--- src/rtl/shift_sched_pkg.sv ---
// Shared types and constants for the shift-unit issue scheduler.
// Entry fields are sized to the largest supported configuration; users slice down.
package shift_sched_pkg;
  localparam int SHIFT_LAT  = 2;
  localparam int CNTRL_MAX  = 16;
  localparam int COMMIT_MAX = 8;
  localparam int HART_MAX   = 4;
  localparam int KILL_MAX   = 1 << HART_MAX;

  typedef struct packed {
    logic [CNTRL_MAX-1:0]  control;
    logic [COMMIT_MAX-1:0] rd;
    logic                  makes_rd;
    logic                  needs_rs2;
    logic [5:0]            immed;
    logic [HART_MAX-1:0]   hart;
    logic                  rv32;
  } q_entry_t;

  typedef struct packed {
    logic                  valid;
    logic [COMMIT_MAX-1:0] rd;
    logic [HART_MAX-1:0]   hart;
    logic                  makes_rd;
    logic                  killed;
  } trk_t;

  function automatic logic kill_hit(input logic [KILL_MAX-1:0] kv, input logic [HART_MAX-1:0] h);
    return kv[h];
  endfunction
endpackage

--- src/rtl/shift_sched_q.sv ---
// Two-entry per-requester op queue with push, pop and per-hart flush.
module shift_sched_q
  import shift_sched_pkg::*;
(
  input  logic                clk,
  input  logic                reset,
  input  logic                push,
  input  q_entry_t            push_e,
  input  logic                pop,
  input  logic [KILL_MAX-1:0] kill,
  output q_entry_t            head,
  output logic                head_vld,
  output logic                ready,
  output logic                nonempty
);
  q_entry_t   mem_q [2];
  q_entry_t   mem_d [2];
  logic       hd_q, hd_d;
  logic [1:0] cnt_q, cnt_d;
  logic       occ0, occ1, live0, live1, keep0, wslot;

  // Survivors are compacted toward the head so a killed head lets the tail advance.
  always_comb begin
    occ0     = (cnt_q != 2'd0);
    occ1     = (cnt_q == 2'd2);
    head     = mem_q[hd_q];
    live0    = occ0 & ~kill_hit(kill, mem_q[hd_q].hart);
    live1    = occ1 & ~kill_hit(kill, mem_q[~hd_q].hart);
    head_vld = live0;
    keep0    = live0 & ~pop;
    hd_d     = (~keep0 & live1) ? ~hd_q : hd_q;
    cnt_d    = {1'b0, keep0} + {1'b0, live1};
    wslot    = hd_d ^ (cnt_d == 2'd1);
    mem_d    = mem_q;
    if (push && !kill_hit(kill, push_e.hart)) begin
      mem_d[wslot] = push_e;
      cnt_d        = cnt_d + 2'd1;
    end
  end

  assign ready    = (cnt_q != 2'd2);
  assign nonempty = occ0;

  always_ff @(posedge clk or posedge reset) begin
    if (reset) begin
      hd_q     <= 1'b0;
      cnt_q    <= 2'd0;
      mem_q[0] <= '0;
      mem_q[1] <= '0;
    end else begin
      hd_q     <= hd_d;
      cnt_q    <= cnt_d;
      mem_q[0] <= mem_d[0];
      mem_q[1] <= mem_d[1];
    end
  end
endmodule

--- src/rtl/shift_sched.sv ---
// Round-robin issue scheduler for the shared shift unit, with a result-latency
// tracker that aligns writeback and carries per-hart kills.
module shift_sched
  import shift_sched_pkg::*;
#(
  parameter int NREQ       = 4,
  parameter int CNTRL_SIZE = 7,
  parameter int NHART      = 1,
  parameter int LNHART     = 0,
  parameter int LNCOMMIT   = 5,
  parameter int LAT        = SHIFT_LAT
) (
  input  logic                         clk,
  input  logic                         reset,
  input  logic [NREQ-1:0]              req_valid,
  output logic [NREQ-1:0]              req_ready,
  input  logic [NREQ*CNTRL_SIZE-1:0]   req_control,
  input  logic [NREQ*LNCOMMIT-1:0]     req_rd,
  input  logic [NREQ-1:0]              req_makes_rd,
  input  logic [NREQ-1:0]              req_needs_rs2,
  input  logic [NREQ*6-1:0]            req_immed,
  input  logic [NREQ*(LNHART+1)-1:0]   req_hart,
  input  logic [NREQ-1:0]              req_rv32,
  input  logic                         wb_stall,
  input  logic [NHART-1:0]             kill,
  output logic                         sh_enable,
  output logic [CNTRL_SIZE-1:0]        sh_control,
  output logic [LNCOMMIT-1:0]          sh_rd,
  output logic                         sh_makes_rd,
  output logic                         sh_needs_rs2,
  output logic [5:0]                   sh_immed,
  output logic [LNHART:0]              sh_hart,
  output logic                         sh_rv32,
  output logic [$clog2(NREQ)-1:0]      sh_src,
  output logic                         wb_valid,
  output logic [LNCOMMIT-1:0]          wb_rd,
  output logic [LNHART:0]              wb_hart,
  output logic                         wb_killed,
  output logic                         busy
);
  localparam int HW = LNHART + 1;
  localparam int LW = $clog2(NREQ);

  q_entry_t            push_e [NREQ];
  q_entry_t            head_e [NREQ];
  logic [NREQ-1:0]     push, pop, elig, nonempty;
  logic [KILL_MAX-1:0] kill_x;

  assign kill_x = KILL_MAX'(kill);
  assign push   = req_valid & req_ready;

  for (genvar i = 0; i < NREQ; i++) begin : g_q
    assign push_e[i] = '{
      control:   CNTRL_MAX'(req_control[i*CNTRL_SIZE +: CNTRL_SIZE]),
      rd:        COMMIT_MAX'(req_rd[i*LNCOMMIT +: LNCOMMIT]),
      makes_rd:  req_makes_rd[i],
      needs_rs2: req_needs_rs2[i],
      immed:     req_immed[i*6 +: 6],
      hart:      HART_MAX'(req_hart[i*HW +: HW]),
      rv32:      req_rv32[i]
    };
    shift_sched_q u_q (
      .clk      (clk),
      .reset    (reset),
      .push     (push[i]),
      .push_e   (push_e[i]),
      .pop      (pop[i]),
      .kill     (kill_x),
      .head     (head_e[i]),
      .head_vld (elig[i]),
      .ready    (req_ready[i]),
      .nonempty (nonempty[i])
    );
  end

  logic [LW-1:0] rr_q, rr_d, win, idx;
  logic          found, issue;
  q_entry_t      win_e;

  always_comb begin
    found = 1'b0;
    win   = rr_q;
    idx   = '0;
    for (int o = 0; o < NREQ; o++) begin
      idx = rr_q + LW'(o);
      if (!found && elig[idx]) begin
        found = 1'b1;
        win   = idx;
      end
    end
    issue = found & ~wb_stall;
    win_e = head_e[win];
    pop   = '0;
    if (issue) pop[win] = 1'b1;
    rr_d  = issue ? win + LW'(1) : rr_q;
  end

  always_comb begin
    sh_enable    = issue;
    sh_control   = '0;
    sh_rd        = '0;
    sh_makes_rd  = 1'b0;
    sh_needs_rs2 = 1'b0;
    sh_immed     = '0;
    sh_hart      = '0;
    sh_rv32      = 1'b0;
    sh_src       = '0;
    if (issue) begin
      sh_control   = win_e.control[CNTRL_SIZE-1:0];
      sh_rd        = win_e.rd[LNCOMMIT-1:0];
      sh_makes_rd  = win_e.makes_rd;
      sh_needs_rs2 = win_e.needs_rs2;
      sh_immed     = win_e.immed;
      sh_hart      = win_e.hart[HW-1:0];
      sh_rv32      = win_e.rv32;
      sh_src       = win;
    end
  end

  // Tracker mirrors the unit's pipeline; kills are folded in as ops advance.
  trk_t trk_q [LAT];
  trk_t trk_d [LAT];
  trk_t last;

  always_comb begin
    trk_d[0] = '0;
    if (issue) begin
      trk_d[0].valid    = 1'b1;
      trk_d[0].rd       = win_e.rd;
      trk_d[0].hart     = win_e.hart;
      trk_d[0].makes_rd = win_e.makes_rd;
      trk_d[0].killed   = kill_hit(kill_x, win_e.hart);
    end
    for (int s = 1; s < LAT; s++) begin
      trk_d[s]        = trk_q[s-1];
      trk_d[s].killed = trk_q[s-1].killed | (trk_q[s-1].valid & kill_hit(kill_x, trk_q[s-1].hart));
    end
  end

  assign last      = trk_q[LAT-1];
  assign wb_valid  = last.valid & last.makes_rd;
  assign wb_rd     = wb_valid ? last.rd[LNCOMMIT-1:0] : '0;
  assign wb_hart   = wb_valid ? last.hart[HW-1:0] : '0;
  assign wb_killed = wb_valid & (last.killed | kill_hit(kill_x, last.hart));

  always_comb begin
    busy = |nonempty;
    for (int s = 0; s < LAT; s++) busy = busy | trk_q[s].valid;
  end

  logic unused_hi;
  assign unused_hi = ^{win_e, last};

  always_ff @(posedge clk or posedge reset) begin
    if (reset) begin
      rr_q <= '0;
      for (int s = 0; s < LAT; s++) trk_q[s] <= '0;
    end else begin
      rr_q <= rr_d;
      for (int s = 0; s < LAT; s++) trk_q[s] <= trk_d[s];
    end
  end
endmodule

--- config.mk ---
export PLATFORM = sky130hd
export DESIGN_NAME = shift_sched
export DESIGN_NICKNAME = d
export VERILOG_FILES = /design/src/rtl/shift_sched_pkg.sv /design/src/rtl/shift_sched_q.sv /design/src/rtl/shift_sched.sv
export SDC_FILE = /design/constraint.sdc
export NUM_CORES = 1
export LEC_CHECK = 0
export BUFFER_PORTS_ARGS = -buffer_cell sky130_fd_sc_hd__buf_4
export CELL_PAD_IN_SITES_DETAIL_PLACEMENT = 0
export CELL_PAD_IN_SITES_GLOBAL_PLACEMENT = 2
export CORE_ASPECT_RATIO = 0.8
export CORE_UTILIZATION = 43
export DETAILED_ROUTE_END_ITERATION = 12
export GPL_TIMING_DRIVEN = 0
export PLACE_DENSITY = 0.9
export SLEW_MARGIN = 10
export SYNTH_ARGS = -nofsm -noshare
export SYNTH_HDL_FRONTEND = slang
export SYNTH_SLANG_ARGS = --single-unit
export TNS_END_PERCENT = 10
--- constraint.sdc ---
create_clock -name clk -period 15.4 [get_ports clk]
set_input_delay 3.08 -clock clk [delete_from_list [all_inputs] [get_ports clk]]
set_output_delay 3.08 -clock clk [all_outputs]
set_load 0.02 [all_outputs]
==> reports/results.md <==
| Quantity | Reported | Unit |
|:---|:---|:---|
| Floorplan die width | 174.4 | um |
| Pin count of the biggest net entering global routing | 116 | - |
| Normalized max-slew margin | 45.93 | % |
| Wire length per cell after detailed routing | 19.90 | um |
| # H-tree levels | 1 | - |
| Footprint of the multi-input gates | 4624 | um2 |
| Synth top area cells | dfrtp_1, mux2_2, mux2i_1, o221ai_2, a221o_1 | - |
| Library cell contributing the largest single delay on the critical path | buf_2 | - |
| Insertion delay of the later-clocked pin in the worst-skew pair | 0.51 | ns |
| Clock slew at the register clock pins of the worst setup and hold paths | 0.06 | ns |
| Category of cells accounting for the largest share of critical-path delay | buffers and inverters | - |
| Routed Wire Length | 25.09 | mm |
| Required time at the endpoint of the critical path | 12.32 | ns |
| TritonCTS clock tree | built | - |
| Violation count after the first detailed-routing iteration | 429 | - |
| Clock Tree Buf Depth | 3 | - |
| Starting density of the core | 43.72 | % |
| Most common library cell in the layout ignoring fill and taps | dfrtp_1 | - |
| Commonest cells after routing, fill and taps aside | dfrtp_1, mux2_2, buf_4, mux2i_1, nand2_1 | - |
| Leading area contributor after synthesis | dfrtp_1 | - |
| Num Clock Sinks | 208 | - |
| Mean instance size in the synthesized netlist | 13.20 | um2 |
| Origin of the worst setup path | kill | - |
| Post-synth top area share | 50.88 | % |
| Final setup violation count | 0 | - |
| Slowest cell delay on critical path | 0.33 | ns |
| Final global-route overflow total | 0 | - |
| Vias in the first global route | 6887 | - |
| ANT nets after route | 0 | - |
| TritonCTS Buffers | 22 | - |
| Worst setup skew after layout | 0.007357 | ns |
| Max-cap violation count | 0 | - |
| Sequential cell area | 5205 | um2 |
| Die Ht | 140.0 | um |
| Start point of the worst hold path | trk_d[8] | - |
| Reg2reg setup slack | 10.88 | ns |
| Main flop type after synthesis | dfrtp_1 | - |
| Status | finished, final reports clean | - |
| Worst Path Arrival | 5.56 | ns |
| Count of mapped cells out of synthesis | 775 | - |
| Main combinational cell family by area after synthesis | multiplexers | - |
| Class of the tightest hold or removal check | flip-flop to flip-flop | - |
| Time the final worst path needs with I/O delays and setup | 8.642 | ns |
| Fraction of final layout cells sized beyond drive strength 1 | 46.05 | % |
| Start-to-end type of the worst setup path | input pin to primary output | - |
| Aggregate negative setup slack | 0 | ns |
| Cells along the critical path | buf_4 > buf_2 > buf_2 > a211oi_1 > o211ai_1 > nand3_2 > inv_2 > buf_4 > o221ai_2 > a21oi_1 > buf_4 > buf_4 | - |
| Count of cell types in the netlist | 46 | - |
| Final-report hold violation count | 0 | - |
| Core outline area | 23400 | um2 |
| Setup repair after global routing missed its margin | false | - |
| Synthesized Nets | 887 | - |
| Antenna cell count | 0 | - |
| Final HPWL from detailed placement | 18.86 | mm |
| IO Port Bufs | 133 | - |
| Number of buffers added for setup after CTS | 0 | - |
| Total track usage | 21.14 | % |
| CTS Hold Buffers Added | 0 | - |
| Clock tree root driver cell | clkbuf_16 | - |
| Antenna violations before repair | 0 | - |
| Post-synthesis share of cell area spent on xor and xnor gates | 1.027 | % |
| Synth Area in Compound Gates | 10.47 | % |
| Die footprint | 24410 | um2 |
| Count of buffer and inverter cells on the critical path | 7 | - |
| Setup crit end kind | primary output | - |
| Vias post-DR | 6667 | - |
| Netlist area before placement | 10230 | um2 |
| Startpoint of the worst register-to-register path | g_q[0].u_q.hd_q | - |
| Fin nets | 1045 | - |
| Filler cell count in the final layout | 2046 | - |
| Mux cell area share after synthesis | 27.03 | % |
| Detail-routed via count per cell | 5.287 | - |
| Period Utilization, post-route | 56.12 | % |
| Maximum fanout count along the critical path | 10 | - |
| Core Rows | 50 | - |
| Fraction of registers with async set or reset after synthesis | 100.0 | % |
| Startpoint type of the worst setup path | input pin | - |
| First-pass GRT wire length | 39.36 | mm |
| Arithmetic-cell share of the synthesized area counting full adders, half adders and majority gates | 1.957 | % |
| Post-synthesis register bit count | 208 | - |
| Sequential share of the synthesized area | 50.88 | % |
| Number of synthesized flops with an enable pin | 0 | - |
| Max-slew violation count | 0 | - |
| Yosys warning count | 0 | - |
| Crit path top cell by count | buf_4 | - |
| Max frequency | 0.1157 | GHz |
| Number of placed I/O pins | 134 | - |
| Area fraction in and, or, nand and nor cells after synthesis | 4.684 | % |
| Quantity of gates resized following cts | 0 | - |
| DRT Pass-1 Iters | 5 | - |
| DRC | 0 | - |
| Worst Max-Slew Pin Slew | 0.8061 | ns |
| Gpl congestion | 0.8451 | - |
| Relative area change from synthesis to final layout | 22.26 | % |
[final cells by class]
cell class,count,share of cell area (%)
inverter,16,0.5402
sequential,208,41.62
clock inverter,9,1.581
multi-input combinational,488,36.97
buffer,63,2.721
clock buffer,31,5.242
timing repair buffer,134,8.203
tap,312,3.121
[flip-flops by register name, indices dropped and copies added (netlist names)]
name	count
rr_q	2
g_q.u_q.cnt_q	8
trk_q	1
g_q.u_q.mem_q	176
last	9
g_q.u_q.hd_q	4
trk_d	8
[final timing paths]
kind	to	depth (start not counted)
setup / recovery	sh_rd[1]	12
hold / removal	last[8]	0
setup reg to reg	g_q[0].u_q.mem_q[5]	17
min in group asynchronous	g_q[3].u_q.mem_q[22]	2
max in group asynchronous	g_q[0].u_q.mem_q[54]	3
hold reg to reg	last[8]	0
[kinds of logic (layout without fill, tap and decap cells)]
kind of cell    Yosys count  count (layout)
other cells               1               1
mux                     249             249
xor+xnor                 12              12
buf+inv                  79             253
flops                   208             208
compound gates          118             118
simple gates             92              92
fa+ha+maj                16              16
[layer usage]
metal / GRT usage [%] / wire length, um
met3: 3.610 / 1306
met4: 4.201 / 419
met1: 31.92 / 12470
met5: 0 / 0
met2: 31.83 / 10890
[Yosys cell counts, drive strengths merged (8+ instances only)]
library cell and n:
inv 16, a211oi 23, nor2 8, mux2i 51, a21o 12, nand2b 12, ha 16, clkbuf 16
nor2b 22, mux2 198, a221o 21, dfrtp 208, buf 47, o221ai 21, nand2 30, a21oi 24
[worst reg2reg max path, stage by stage, from the launching register on]
cell and delay [ns]:
dfrtp_1 0.31, buf_2 0.23, mux2i_1 0.29, a21o_1 0.30, o22ai_1 0.13, a222oi_1 0.35
buf_4 0.27, buf_8 0.18, inv_1 0.08, ha_1 0.18, a21o_1 0.22, ha_1 0.22
xor2_1 0.22, xnor2_1 0.17, or2_2 0.14, clkbuf_1 0.19, buf_1 0.52, mux2_2 0.41
[per-stage QoR]
step	util, %	cell area [um2]	cells	hold slack, ns	setup slack, ns
4_1_cts	53.45	12510	1261	0.3501	6.744
3_5_place_dp	49.81	11650	1221	0.3364	6.742
3_3_place_gp	49.66	11620	1220	0.3320	4.326
2_1_floorplan	-	10230	775	0.3312	6.639
5_1_grt	53.45	12510	1261	0.3555	6.527
6_report	53.45	12510	1261	0.3473	6.758
Power is left out: the tool's default activity adds up to more than one toggle a clock period on the data nets, which glitch-free logic cannot reach.
